[config.mk]
export PLATFORM = sky130hd
export DESIGN_NAME = alu_arbiter
export DESIGN_NICKNAME = d
export VERILOG_FILES = /design/src/rtl/alu_pkg.sv /design/src/rtl/rr_arbiter2.sv /design/src/rtl/alu_arbiter.sv
export SDC_FILE = /design/constraint.sdc
export NUM_CORES = 1
export LEC_CHECK = 0
export BUFFER_PORTS_ARGS = -buffer_cell sky130_fd_sc_hd__buf_2
export CORE_ASPECT_RATIO = 1.25
export CORE_MARGIN = 4
export CORE_UTILIZATION = 45
export DETAILED_ROUTE_END_ITERATION = 10
export PLACE_DENSITY = 0.89
export SYNTH_ARGS = -nofsm -noshare
export SYNTH_HDL_FRONTEND = slang
export SYNTH_SLANG_ARGS = --single-unit
[constraint.sdc]
create_clock -name clk -period 1.9 [get_ports clk]
set_input_delay 0.19 -clock clk [delete_from_list [all_inputs] [get_ports clk]]
set_output_delay 0.19 -clock clk [all_outputs]
set_load 0.02 [all_outputs]
[src/rtl/alu_pkg.sv]
// rtl/alu_pkg.sv - opcodes, flag bit positions and FSM states shared by alu_arbiter
package alu_pkg;

  localparam logic [3:0] OP_AND = 4'b0000;
  localparam logic [3:0] OP_OR  = 4'b0001;
  localparam logic [3:0] OP_XOR = 4'b0010;
  localparam logic [3:0] OP_NOR = 4'b0011;
  localparam logic [3:0] OP_SLT = 4'b0100;
  localparam logic [3:0] OP_ADD = 4'b0101;
  localparam logic [3:0] OP_SUB = 4'b0110;
  localparam logic [3:0] OP_SLL = 4'b0111;
  localparam logic [3:0] OP_SRL = 4'b1000;
  localparam logic [3:0] OP_SRA = 4'b1001;
  localparam logic [3:0] OP_MUL = 4'b1010;

  // alu_flags = {equal, lessthan, carry, overflow, zero}
  localparam int FLAG_ZERO  = 0;
  localparam int FLAG_OVF   = 1;
  localparam int FLAG_CARRY = 2;
  localparam int FLAG_LT    = 3;
  localparam int FLAG_EQ    = 4;

  typedef enum logic [1:0] {
    ST_IDLE   = 2'd0,
    ST_SETTLE = 2'd1,
    ST_RESP   = 2'd2
  } state_t;

  function automatic logic op_is_illegal(input logic [3:0] op);
    return op > OP_MUL;
  endfunction

endpackage

[src/rtl/rr_arbiter2.sv]
// rtl/rr_arbiter2.sv - two-way round-robin grant; on a tie the requester not granted last wins
module rr_arbiter2 (
  input  logic [1:0] req,
  input  logic       last,
  output logic [1:0] gnt
);

  always_comb begin
    gnt = 2'b00;
    case (req)
      2'b01:   gnt = 2'b01;
      2'b10:   gnt = 2'b10;
      2'b11:   gnt = last ? 2'b01 : 2'b10;
      default: gnt = 2'b00;
    endcase
  end

endmodule

[src/rtl/alu_arbiter.sv]
// rtl/alu_arbiter.sv - shares one ALU between two requesters with settle-then-capture timing
// ALU_ARB_OPCHECK_EN: ops 1011..1111 are answered at once with rsp_err instead of being dispatched
module alu_arbiter
  import alu_pkg::*;
#(
  parameter int unsigned SETTLE_CYC = 2
) (
  input  logic        clk,
  input  logic        rst_n,
  input  logic [1:0]  req_valid,
  output logic [1:0]  req_ready,
  input  logic [7:0]  req_op,
  input  logic [63:0] req_a,
  input  logic [63:0] req_b,
  output logic [31:0] alu_a,
  output logic [31:0] alu_b,
  output logic [3:0]  alu_ctrl,
  input  logic [31:0] alu_s,
  input  logic [4:0]  alu_flags,
  output logic        rsp_valid,
  input  logic        rsp_ready,
  output logic        rsp_id,
  output logic [31:0] rsp_s,
  output logic [4:0]  rsp_flags,
  output logic        rsp_err,
  output logic        busy
);

  localparam logic [3:0] SETTLE_LD = 4'(SETTLE_CYC);

  state_t      state_q, state_d;
  logic [3:0]  cnt_q;
  logic        last_q;
  logic        id_q;
  logic [31:0] alu_a_q, alu_b_q;
  logic [3:0]  alu_ctrl_q;
  logic [31:0] rsp_s_q;
  logic [4:0]  rsp_flags_q;

  logic [1:0]  gnt;
  logic        accept;
  logic        grant_id;
  logic [3:0]  sel_op;
  logic [31:0] sel_a, sel_b;
  logic        bad_op;
  logic        capture;

  rr_arbiter2 u_rr (
    .req  (req_valid),
    .last (last_q),
    .gnt  (gnt)
  );

  assign grant_id = gnt[1];
  assign sel_op   = grant_id ? req_op[7:4]  : req_op[3:0];
  assign sel_a    = grant_id ? req_a[63:32] : req_a[31:0];
  assign sel_b    = grant_id ? req_b[63:32] : req_b[31:0];
  assign accept   = (state_q == ST_IDLE) && (gnt != 2'b00);
  assign capture  = (state_q == ST_SETTLE) && (cnt_q == 4'd0);

`ifdef ALU_ARB_OPCHECK_EN
  assign bad_op = op_is_illegal(sel_op);
`else
  assign bad_op = 1'b0;
`endif

  // ready is gated by rst_n so no grant leaks out while reset is held
  assign req_ready = ((state_q == ST_IDLE) && rst_n) ? gnt : 2'b00;
  assign rsp_valid = (state_q == ST_RESP);
  assign busy      = (state_q != ST_IDLE);
  assign alu_a     = alu_a_q;
  assign alu_b     = alu_b_q;
  assign alu_ctrl  = alu_ctrl_q;
  assign rsp_id    = id_q;
  assign rsp_s     = rsp_s_q;
  assign rsp_flags = rsp_flags_q;

  always_ff @(posedge clk or negedge rst_n) begin
    if (!rst_n) begin
      state_q <= ST_IDLE;
    end else begin
      state_q <= state_d;
    end
  end

  always_comb begin
    state_d = state_q;
    case (state_q)
      ST_IDLE:   if (accept) state_d = bad_op ? ST_RESP : ST_SETTLE;
      ST_SETTLE: if (capture) state_d = ST_RESP;
      ST_RESP:   if (rsp_ready) state_d = ST_IDLE;
      default:   state_d = ST_IDLE;
    endcase
  end

  always_ff @(posedge clk or negedge rst_n) begin
    if (!rst_n) begin
      cnt_q       <= 4'd0;
      last_q      <= 1'b1;
      id_q        <= 1'b0;
      alu_a_q     <= 32'd0;
      alu_b_q     <= 32'd0;
      alu_ctrl_q  <= 4'b0000;
      rsp_s_q     <= 32'd0;
      rsp_flags_q <= 5'd0;
    end else begin
      if (accept) begin
        last_q  <= grant_id;
        id_q    <= grant_id;
        alu_a_q <= sel_a;
        alu_b_q <= sel_b;
        cnt_q   <= SETTLE_LD;
        if (bad_op) begin
          rsp_s_q     <= 32'd0;
          rsp_flags_q <= 5'd0;
        end else begin
          alu_ctrl_q <= sel_op;
        end
      end else if ((state_q == ST_SETTLE) && (cnt_q != 4'd0)) begin
        cnt_q <= cnt_q - 4'd1;
      end
      if (capture) begin
        rsp_s_q     <= alu_s;
        rsp_flags_q <= alu_flags;
      end
    end
  end

`ifdef ALU_ARB_OPCHECK_EN
  logic rsp_err_q;

  always_ff @(posedge clk or negedge rst_n) begin
    if (!rst_n) begin
      rsp_err_q <= 1'b0;
    end else if (accept) begin
      rsp_err_q <= bad_op;
    end
  end

  assign rsp_err = rsp_err_q;
`else
  assign rsp_err = 1'b0;
`endif

endmodule

Word level (Yosys, flattened, before mapping) --
Cells that the tools add are included. Widths: inputs -> output; s select.
Operators by class: $add $sub $neg 1, eq/ne operators 8, reductions and logical operators 11, muxes and demuxes 12
Operators with widths (count):
- $mux 32 | 2
- $mux 4 | 3
- $pmux 2 s3 | 2
- $mux 2 | 5
- $eq 2x2->1 const B | 3
- $reduce_bool 2->1 | 3
- $eq 2x1->1 const B | 2
- $logic_and 1x1->1 | 4
- $logic_not 4->1 | 1
- $ne 2x2->1 const B | 2
- $reduce_bool 4->1 | 1
- $sub 4x1->4 const B | 1
- $reduce_and 3->1 | 1
- $logic_not 2->1 | 1
- $ne 2x1->1 const B | 1
Word-level totals: output and inout bits 111, flip-flop bits (word level) 113, word-level logic and storage cells 41, input port bits 178

Logic depth before layout (Yosys ltp) --
depth in word-level cells 6, depth in mapped cells 6, mapped depth without buffers 5

Hierarchy --
Synthesis repeated with hierarchy kept, for this count alone.
Second synthesis, totals: cells, all modules 428, area total of the unflattened synthesis 5014.8 um^2
Modules (own cells, without submodules):
- alu_arbiter | times used 1, area an instance 4996.0 um^2, cells each 425, sequential area each 2829.0 um^2
- rr_arbiter2 | times used 1, area an instance 18.8 um^2, cells each 3, sequential area each 0.0 um^2

Least setup slack after synthesis --
No wires, ideal clock.
path type reg-to-output, from reg last_q, to out req_ready[0], buffers on the path 2, stages on the path, launching flop included 6, required time 1.710 ns, data arrival time 1.388 ns, slack 0.322 ns, cells stage by stage dfstp_2 nand2b_1 buf_2 clkbuf_1 nand2_1 nor2_1
Between the ends: word-level cells in the longest chain between the ends 3
Ends and longest elaborated chain:
- from (decl) | line alu_arbiter.sv:33 | logic last_q;
- from (signal assigned) | line alu_arbiter.sv:108 | last_q <= grant_id;
- $mux 2 | line rr_arbiter2.sv:13 | 2'b11: gnt = last ? 2'b01 : 2'b10;
- $pmux 2 s3 | line rr_arbiter2.sv:10 | case (req)
- $mux 2 | line alu_arbiter.sv:68 | assign req_ready = ((state_q == ST_IDLE) && rst_n) ? gnt : 2'b00;
- to (decl) | line alu_arbiter.sv:11 | output logic [1:0] req_ready,
Every way passes these cells.

Worst setup path after layout --
Same ends and word-level chain as after synthesis.

==> results.py <==
metrics = {
    "power": {
        "cellInternalPower_mw": 7.906,
        "seqPwrFrac": 0.315,
        "leakagePower_nw": 3.774,
        "vdd_drop_max_mv": 0.8596,
        "pwr-share-clk": 0.235,
        "p_switching_mw": 5.455,
        "power_switching_share": 0.4082,
        "powerDensity_nw_per_um2": 1795,
        "pwr-share-comb": 0.450,
    },
    "placed_design": {
        "pre_cts_ws_ps": 284.9,
        "dp.cells": 900,
        "place_congestion": 0.8546,
        "dp_hpwl_um": 11410,
        "numPortBuffers": 287,
    },
    "worst_hold_path": {
        "min_from": "alu_flags[2]",
        "min_path_type": "primary input to flip-flop",
    },
    "finish": {
        "antenna_cells": 0,
        "regArea_um2": 2829,
        "areaGrowthSynthToFinish_pct": 41.28,
        "drive_above_1_share": 0.4725,
        "fin_cells": 935,
        "layout.nets": 967,
        "multi_input_area_um2": 2198,
        "fillerInstances": 890,
        "final_core_util": 0.6587,
    },
    "global_route": {
        "grt_pass1_wl_um": 26280,
        "grt_remaining_overflow": 0,
        "grt_max_degree": 114,
        "grt_pass1_vias": 5208,
        "antenna_found_initial": 0,
        "grt_usage": 0.2436,
    },
    "logic_synthesis": {
        "async_reset_ff_frac": 1.000,
        "synthFlopType": "dfrtp_1",
        "synth.most_common_cell": "dfrtp_1",
        "synthAdderAreaFrac": 0.004751,
        "yosys.area_share.simple": 0.06793,
        "syn_avg_cell_area_um2": 10.23,
        "synth_seq_area_share": 0.5371,
        "synth_top_area_frac": 0.5321,
        "yosys_warnings": 0,
        "synth_compound_area_frac": 0.2394,
        "synth_top_area_cell": "dfrtp_1",
        "synth_area_leaders": "dfrtp_1, o31ai_1, o21ai_0",
        "syn_area_um2": 5268,
        "synthXorXnorAreaFrac": 0,
        "synth_edf_count": 0,
        "synth-seq-cells": 113,
        "synthMuxAreaShare": 0.09834,
        "syn_nets": 695,
        "synthDistinctLibCells": 29,
        "synthTopCellsByCount": "dfrtp_1, o21ai_0, nor2_1",
        "syn_inst": 515,
        "synth_top_family_by_area": "compound AO/OA/AOI/OAI gates",
    },
    "drt": {
        "wire_per_inst_um": 17.79,
        "wl_um": 16640,
        "ant_nets": 0,
        "num_vias": 5236,
        "first_pass_iters": 5,
        "drc": 0,
        "drt-initial-drc-count": 398,
        "viasPerCell": 5.600,
    },
    "critical_path": {
        "max_stage_delay_ps": 570,
        "critPathLaunch": "last_q",
        "arrival_ps": 1540,
        "cp-end-kind": "output port",
        "cp_max_fo": 10,
        "crit_type": "flip-flop to output port",
        "crit_chain": "nand2b_4 > nand2_1 > nor2_1 > buf_2",
        "cpMaxStageDelayCell": "dfstp_2",
        "worstSetupStartpointType": "flip-flop",
        "cp.required_ps": 1710,
        "r2r-start": "cnt_q[0]",
    },
    "outcome": {
        "run_status": "finished clean",
    },
    "clock_tree": {
        "cts.path.max_buffers": 2,
        "h-tree-depth": 4,
        "clock_latency_ps": 400,
        "path_clk_slew_ps": 60,
        "cts-root-buf": "clkbuf_16",
        "cts.sinks": 113,
        "cts_tree": "done",
        "post_cts_buffers": 0,
        "cts-buffers-inserted": 17,
    },
    "job": {
        "drv_cap": 0,
    },
    "sta": {
        "hold_ws_ps": 24.50,
        "clock-skew-final_ps": 6.880,
        "fin_tns_setup_ps": 0,
        "rsz0062_at_grt": "no",
        "period_minus_slack_ps": 1733,
        "setup_ws_ps": 166.6,
        "drv_slew": 0,
        "slew_headroom": 0.5455,
        "final_hold_viol_count": 0,
        "max_freq_mhz": 576.9,
        "worstMarginPinSlew_ps": 681.7,
        "setup_violations": 0,
        "post-route-period-util": 0.9123,
    },
    "die": {
        "dieArea_um2": 13510,
        "core_area_um2": 11300,
        "start_util": 0.4662,
        "rows": 43,
        "ios": 289,
        "die_height_um": 129.0,
        "die_w_um": 104.8,
    },
}
[routing by layer]
metal / part of all wire / global-route usage / vias to the layer above
met5: 0 / 0 / -
met4: 0.033 / 0.1027 / 0
met3: 0.096 / 0.07827 / 41
met2: 0.50 / 0.4193 / 291
met1: 0.37 / 0.2811 / 2511
li1: - / - / 2393
[state kept, by name, indices dropped and copies added (netlist names)]
register   count
rsp_s         32
state_q        2
alu_b         32
alu_ctrl       4
alu_a         32
cnt_q          4
last_q         1
rsp_flags      5
rsp_id         1
[timing repair]
action / 4_1_cts / 5_1_grt
gates resized for setup: 0 / 2
setup endpoints to repair: 0 / 3
hold buffers: 3 / 0
endpoints found under the hold margin: 114 / 0
[cells in the final DEF (no fill, tap or decap), drive strengths merged, types with 3 or more instances in the layout]
| cell | instances |
|---|---|
| a21oi | 69 |
| buf | 301 |
| clkbuf | 18 |
| clkinv | 6 |
| dfrtp | 112 |
| dlygate4sd3 | 3 |
| inv | 8 |
| mux2 | 37 |
| mux2i | 3 |
| nand2 | 6 |
| nand3 | 3 |
| nor2 | 72 |
| o21ai | 78 |
| o31ai | 67 |
[kinds of logic after synthesis]
group	Yosys count
compound gates	216
fa+ha+maj	2
buf+inv	55
flops	113
mux	40
other cells	1
simple gates	88
[power groups by stage]
stage | clock, mW | sequential (mW) | combinational, mW
2_1_floorplan | 0 | 5.54 | 2.52
3_3_place_gp | 0 | 4.14 | 5.89
3_5_place_dp | 0 | 4.22 | 6.02
4_1_cts | 3.22 | 4.20 | 6.05
5_1_grt | 3.33 | 4.35 | 6.50
6_report | 3.14 | 4.21 | 6.01
[final timing paths]
path,end,cells after the start,slack [ps]
min in group asynchronous,rsp_flags[0],3,440
min reg2reg,rsp_s[6],1,500
max in group asynchronous,alu_b[2],3,1000
min,rsp_flags[2],2,20
max reg2reg,cnt_q[0],5,230
max,req_ready[0],4,170
[cell type report]
type | instances | area share
flip-flops and latches | 113 | 0.3801
multi-input cells | 347 | 0.2954
repair buffers | 304 | 0.2199
clock buffers | 18 | 0.05901
well taps | 135 | 0.02270
clock inverters | 14 | 0.02085
inverters | 4 | 0.002017
[critical path: cells and delay by family (launching register included)]
family,cells,cell delay (ps)
and+or+nand+nor,3,400
buffers and inverters,1,180
DFF,1,570
[metrics by stage]
stage               cell area [um2]  total power, mW
global placement               6810            10.03
detailed placement             6810            10.24
floorplan                      5268            8.068
finish                         7442            13.36
global route                   7442            14.18
CTS                            7435            13.47
Note: power is estimated with default switching activity, not from simulation.
